## config.mk

```make
export PLATFORM = sky130hd
export DESIGN_NAME = register_file
export DESIGN_NICKNAME = d
export VERILOG_FILES = /design/src/rtl/register_file_pkg.sv /design/src/rtl/register_file_register.sv /design/src/rtl/register_file.sv
export SDC_FILE = /design/constraint.sdc
export NUM_CORES = 2
export LEC_CHECK = 0
export ABC_AREA = 1
export CAP_MARGIN = 20
export CORE_MARGIN = 1.5
export CORE_UTILIZATION = 40
export DETAILED_ROUTE_END_ITERATION = 12
export DONT_BUFFER_PORTS = 1
export PLACE_DENSITY = 0.64
export REMOVE_ABC_BUFFERS = 1
export SETUP_SLACK_MARGIN = 0.15
export SLEW_MARGIN = 30
export SYNTH_ARGS = -nofsm -noshare
export SYNTH_HDL_FRONTEND = slang
export SYNTH_SLANG_ARGS = --single-unit
```

## constraint.sdc

```tcl
create_clock -name Clk -period 2 [get_ports Clk]
set_clock_uncertainty 0.2 [all_clocks]
set_input_delay 0.3 -clock Clk [delete_from_list [all_inputs] [get_ports Clk]]
set_output_delay 0.3 -clock Clk [all_outputs]
set_load 0.01 [all_outputs]
```

## src/rtl/register_file_pkg.sv

```systemverilog
// -----------------------------------------------------------------------------
// register_file_pkg
//
// Shared constants and types for the datapath register file.
//
// Contents:
//   DATA_WIDTH - register / data-bus width
//   ADDR_WIDTH - register address width
//   NUM_REGS   - number of architectural registers (2**ADDR_WIDTH)
//   ZERO_REG   - address of the hard-wired zero register
//   word_t     - one register-wide data word
//   addr_t     - one register address
// -----------------------------------------------------------------------------
package register_file_pkg;

    localparam int DATA_WIDTH = 32;
    localparam int ADDR_WIDTH = 5;
    localparam int NUM_REGS   = 1 << ADDR_WIDTH;

    localparam logic [ADDR_WIDTH-1:0] ZERO_REG = 5'd0;

    typedef logic [DATA_WIDTH-1:0] word_t;
    typedef logic [ADDR_WIDTH-1:0] addr_t;

endpackage : register_file_pkg

```

## src/rtl/register_file_register.sv

```systemverilog
// -----------------------------------------------------------------------------
// register_file_register
//
// The `register` cell of the register file: one WIDTH-bit storage flop with an
// asynchronous active-low clear and a synchronous load enable.
//
// Ports:
//   clk_i    in   1      clock, loads on rising edge
//   rst_ni   in   1      asynchronous active-low clear
//   ld_en_i  in   1      load enable, sampled on rising edge
//   d_i      in   WIDTH  load data
//   q_o      out  WIDTH  stored value
// -----------------------------------------------------------------------------
module register_file_register
    import register_file_pkg::*;
#(
    parameter int WIDTH = DATA_WIDTH
) (
    input  logic             clk_i,
    input  logic             rst_ni,
    input  logic             ld_en_i,
    input  logic [WIDTH-1:0] d_i,
    output logic [WIDTH-1:0] q_o
);

    logic [WIDTH-1:0] data_q;
    logic [WIDTH-1:0] data_d;

    // NOTE: every always_comb output gets a default assignment first, so no
    // path through the block can leave it unassigned and infer a latch.
    always_comb begin
        data_d = data_q;
        if (ld_en_i) begin
            data_d = d_i;
        end
    end

    // NOTE: state is updated with non-blocking assignments so every flop samples
    // its inputs before any of them change within the same edge. The storage is
    // small discrete flops, so clearing it in reset is cheap and required here.
    always_ff @(posedge clk_i or negedge rst_ni) begin
        if (!rst_ni) begin
            data_q <= '0;
        end else begin
            data_q <= data_d;
        end
    end

    assign q_o = data_q;

endmodule : register_file_register

```

## src/rtl/register_file.sv

```systemverilog
// -----------------------------------------------------------------------------
// register_file
//
// Three-port general-purpose register file: 2**ADDR_WIDTH registers of
// DATA_WIDTH bits, two combinational read ports and one clocked write port.
// Register 0 has no storage and always reads zero. There is no write-to-read
// bypass: a read of the register being written shows the old value until the
// write edge.
//
// Ports:
//   Clk    in   1           clock, writes on rising edge
//   Rst    in   1           asynchronous active-low reset, clears R1..R31
//   Adr1   in   ADDR_WIDTH  read address, port 1
//   Adr2   in   ADDR_WIDTH  read address, port 2
//   Awr    in   ADDR_WIDTH  write address
//   Din    in   DATA_WIDTH  write data
//   WrEn   in   1           write enable, active high
//   Dout1  out  DATA_WIDTH  contents of register Adr1
//   Dout2  out  DATA_WIDTH  contents of register Adr2
// -----------------------------------------------------------------------------
module register_file
    import register_file_pkg::*;
#(
    parameter int DATA_WIDTH = register_file_pkg::DATA_WIDTH,
    parameter int ADDR_WIDTH = register_file_pkg::ADDR_WIDTH
) (
    input  logic                  Clk,
    input  logic                  Rst,
    input  logic [ADDR_WIDTH-1:0] Adr1,
    input  logic [ADDR_WIDTH-1:0] Adr2,
    input  logic [ADDR_WIDTH-1:0] Awr,
    input  logic [DATA_WIDTH-1:0] Din,
    input  logic                  WrEn,
    output logic [DATA_WIDTH-1:0] Dout1,
    output logic [DATA_WIDTH-1:0] Dout2
);

    localparam int NUM_ENTRIES = 1 << ADDR_WIDTH;
    localparam logic [ADDR_WIDTH-1:0] ZERO_ADDR = ADDR_WIDTH'(ZERO_REG);

    // Register contents as seen by the read muxes; entry 0 is a constant.
    logic [DATA_WIDTH-1:0] reg_q [NUM_ENTRIES];

    // One load enable per stored register (R1 upward); R0 has no flop to load,
    // which is how writes to address 0 get discarded.
    logic [NUM_ENTRIES-1:1] load_en;

    // -------------------------------------------------------------------------
    // Write-address decoder
    // -------------------------------------------------------------------------
    always_comb begin
        load_en = '0;
        for (int i = 1; i < NUM_ENTRIES; i++) begin
            load_en[i] = WrEn && (Awr == ADDR_WIDTH'(i));
        end
    end

    // -------------------------------------------------------------------------
    // Storage: R1..R(N-1)
    // -------------------------------------------------------------------------
    assign reg_q[0] = '0;

    for (genvar g = 1; g < NUM_ENTRIES; g++) begin : g_reg
        register_file_register #(
            .WIDTH (DATA_WIDTH)
        ) u_reg (
            .clk_i   (Clk),
            .rst_ni  (Rst),
            .ld_en_i (load_en[g]),
            .d_i     (Din),
            .q_o     (reg_q[g])
        );
    end

    // -------------------------------------------------------------------------
    // Read multiplexers
    // -------------------------------------------------------------------------
    // The zero select is forced explicitly rather than relying on reg_q[0],
    // so the R0 behaviour stays visible at the mux itself.
    always_comb begin
        Dout1 = '0;
        if (Adr1 != ZERO_ADDR) begin
            Dout1 = reg_q[Adr1];
        end
    end

    always_comb begin
        Dout2 = '0;
        if (Adr2 != ZERO_ADDR) begin
            Dout2 = reg_q[Adr2];
        end
    end

endmodule : register_file

```

==> summary.md <==
| Metric | Value |
|---|---|
| Status | `finished with violations` |
| Failing checks | `hold timing, slew limit, setup timing` |
| Switching Share | `31.99%` |
| Cts bufs inserted | `109` |
| Core area | `about 140000 µm²` |
| Initial DRC Count | `7119` |
| Hold slack | `-0.9453 ns` |
| CTS tree | `built` |
| Crit. End Element | `output port` |
| Crit share post-route | `165.5%` |
| Final worst slack | `-1.310 ns` |
| Pin count of the biggest net entering global routing | `480` |
| Hold Buf Count CTS | `38` |
| Layout Nets | `8820` |
| Die width | `approximately 380 µm` |
| Seq pwr share | `43.0%` |
| Drt via density | `5.538` |
| Peak VDD IR | `826.8 µV` |
| Vias in the first global route | `54370` |
| Post-layout minimum cycle time | `3.310 ns` |
| Slowest CP cell | `nand2_1` |
| Row count | `~140` |
| Total power | `61980 µW` |
| Most used cell, CP | `nand2_1` |
| DR WL/cell | `21.32 µm` |
| Drt total wl | `229500 µm` |
| Synth warn | `0` |
| GRT Resource Usage Total | `29.78%` |
| Post-Synthesis Cells | `approximately 8900` |
| Die Area | `between 100000 and 150000 µm²` |
| Comb power frac | `a little over a fifth` |
| DRC Markers | `0` |
| Worst path max stage delay | `approximately 0.56 ns` |
| HPWL Detailed | `118100 µm` |
| Share of layout cells above drive strength 1 | `13.03%` |
| Synth Register Bits | `992` |
| Post-synth top area cell | `dfrtp_1` |
| PwrDens | `~890 nW/µm²` |
| Finished Layout Cells | `10770` |
| H-Tree Depth | `3` |
| Netlist cell types | `18` |
| Startpoint types | `primary input` |
| First-pass GRT wire length | `about 340000 µm` |
| Final setup violation count | `64` |
| Clk root buf | `clkbuf_16` |
| Post-synthesis sequential area ratio | `43.05%` |
| Routed vias | `just under 60000` |
| Crit Path Max Fanout | `479` |
| Slew HR | `-76.78%` |
| FMAX | `302.1 MHz` |
| Max clock buf depth | `3` |
| Synthesized area | `57670 µm²` |
| Fin. max-slew vios | `260` |
| CTS clk-pin slew, worst paths | `0.06 ns` |
| Antenna-violating nets left | `0` |
| Crit path kind | `in -> out` |
| Dpl cells | `approximately 10000` |
| RSZ-0062 raised after global routing | `yes` |
| Sink Count | `992` |
| Final hold violation count | `between 500 and 600` |
| Pint | `42160 µW` |
| Share of the synthesized area in the top cell type | `43.05%` |
| Critical-path cell list | `nand2_1 -> nand3_1 -> nand2_1 -> nand2_1 -> nand3_1 -> nand2_1 -> nand2_2 -> nand2_2 -> buf_12` |
| Gr ovfl total | `0` |
| Max-cap viol count | `0` |
| Initial antenna violation count | `2` |
| Clock Power Share | `a little over a third` |
| Top Ports | `~110` |
| Hold WC Path Type | `in -> async` |
| Initial Util | `40.24%` |
| Largest register FFs | `992` |
| Worst Path Arrival | `2.81 ns` |
| P_sw | `between 15000 and 20000 µW` |
| CP required | `1.50 ns` |
| Place WS | `-0.4309 ns` |
| Die height | `between 300 and 400 µm` |
| Pin slew with the least headroom to its limit | `2.652 ns` |
| Syn avg cell area | `6.504 µm²` |
| P&R area growth vs syn | `21.42%` |
| Top cells by area, synth | `dfrtp_1 (43%), nand2_1 (25%), nand3_1 (10%)` |
| Lkg Pwr | `about 0.035 µW` |
| Worst-Skew Late Latency | `0.75 ns` |
| Placer Congestion | `0.8595` |
| Port Buffers | `0` |
| First-pass DRT Iterations | `6` |
synthesized netlist by cell type:
| cell | n |
|---|---|
| a21oi_1 | 166 |
| buf_1 | 42 |
| inv_2 | 5 |
| o21ai_1 | 120 |
| nand2_1 | 3873 |
| o21ai_0 | 894 |
| nor2_4 | 1 |
| nor2_2 | 3 |
| nand3_1 | 1157 |
| buf_4 | 10 |
| buf_6 | 3 |
| buf_2 | 225 |
| nor2_1 | 138 |
| inv_1 | 824 |
| clkinv_1 | 1 |
| clkbuf_1 | 410 |
| or2_1 | 2 |
| dfrtp_1 | 992 |
layout make-up:
| cell class | count | area [µm²] |
|---|---|---|
| Fill cell | 14120 | 73290 |
| Antenna cell | 1 | 2.502 |
| Tap cell | 1903 | 2381 |
| Clock inverter | 52 | 620.6 |
| Multi-Input combinational cell | 6354 | 29090 |
| Inverter | 830 | 3193 |
| Sequential cell | 992 | 24820 |
| Clock buffer | 151 | 3211 |
| Timing Repair Buffer | 483 | 6698 |
power by group through the flow:
stage          combinational (µW)  clock, µW  sequential [µW]
2_1_floorplan                8500          0            26100
3_3_place_gp                11100          0            26800
3_5_place_dp                11800          0            26800
4_1_cts                     12400      21900            26600
5_1_grt                     15400      22700            27100
6_report                    13600      21700            26700
per-layer routing:
| layer | track usage [%] | up-vias | wire length [µm] |
|---|---|---|---|
| met5 | 0 | - | 0 |
| li1 | - | 27500 | - |
| met2 | 46.14 | 3389 | 99560 |
| met4 | 13.31 | 0 | 11490 |
| met3 | 5.575 | 691 | 24790 |
| met1 | 40.42 | 28040 | 93680 |
kinds of logic after synthesis:
kind of cell	synth area share, %
AOI/OAI and AO/OA	10.24
buffers and inverters	10.49
DFF	43.05
and+or+nand+nor	36.22
what timing repair did:
item / 4_1_cts / 5_1_grt
endpoints found under the hold margin: 1598 / 490
setup buffers: 39 / 64
resized for setup: 222 / 409
pin swaps: 284 / 205
cloned: 3 / 29
setup endpoints to repair: 64 / 378
worst max-delay path: cells and delay by family:
family | cells | cell delay, ns
buffers and inverters | 1 | 0.14
AND/OR/NAND/NOR | 8 | 1.10
final timing paths:
kind                            slack, ns  depth (start not counted)                endpoint              startpoint
worst max-delay path                -1.31                          9                Dout1[8]                 Adr1[0]
worst min-delay path                -0.95                          0  g_reg[26].u_reg.q_o[5]                     Rst
worst max register to register       0.89                          4  g_reg[11].u_reg.q_o[6]  g_reg[11].u_reg.q_o[6]
worst min register to register       0.28                          2  g_reg[3].u_reg.q_o[30]  g_reg[3].u_reg.q_o[30]
max in group asynchronous            0.54                          3  g_reg[16].u_reg.q_o[6]                     Rst
min in group Clk                     0.04                          6  g_reg[1].u_reg.q_o[27]                  Awr[2]
metrics by stage:
| stage | hold WS, ns | utilization (%) | instance area [µm²] | TNS [ns] |
|---|---|---|---|---|
| 2_1_floorplan | -0.1956 | - | 54730 | -378.70 |
| 3_3_place_gp | -0.1498 | 43.00 | 61620 | -14.74 |
| 3_5_place_dp | -0.1913 | 43.13 | 61810 | -68.32 |
| 4_1_cts | -0.9885 | 46.84 | 67130 | -19.48 |
| 5_1_grt | -0.9582 | 48.86 | 70020 | -36.70 |
| 6_report | -0.9453 | 48.86 | 70020 | -52.84 |
cell usage in the layout (no fill, tap or decap), drive strengths merged, types with 34 or more instances in the layout:
cell	count
nor2	142
nand2	3873
a21oi	166
o21ai	1014
inv	830
clkbuf	174
dfrtp	992
nand3	1157
buf	422
dlygate4sd3	37
clkinv	34
No activity file was read; power rests on OpenSTA's default activity.
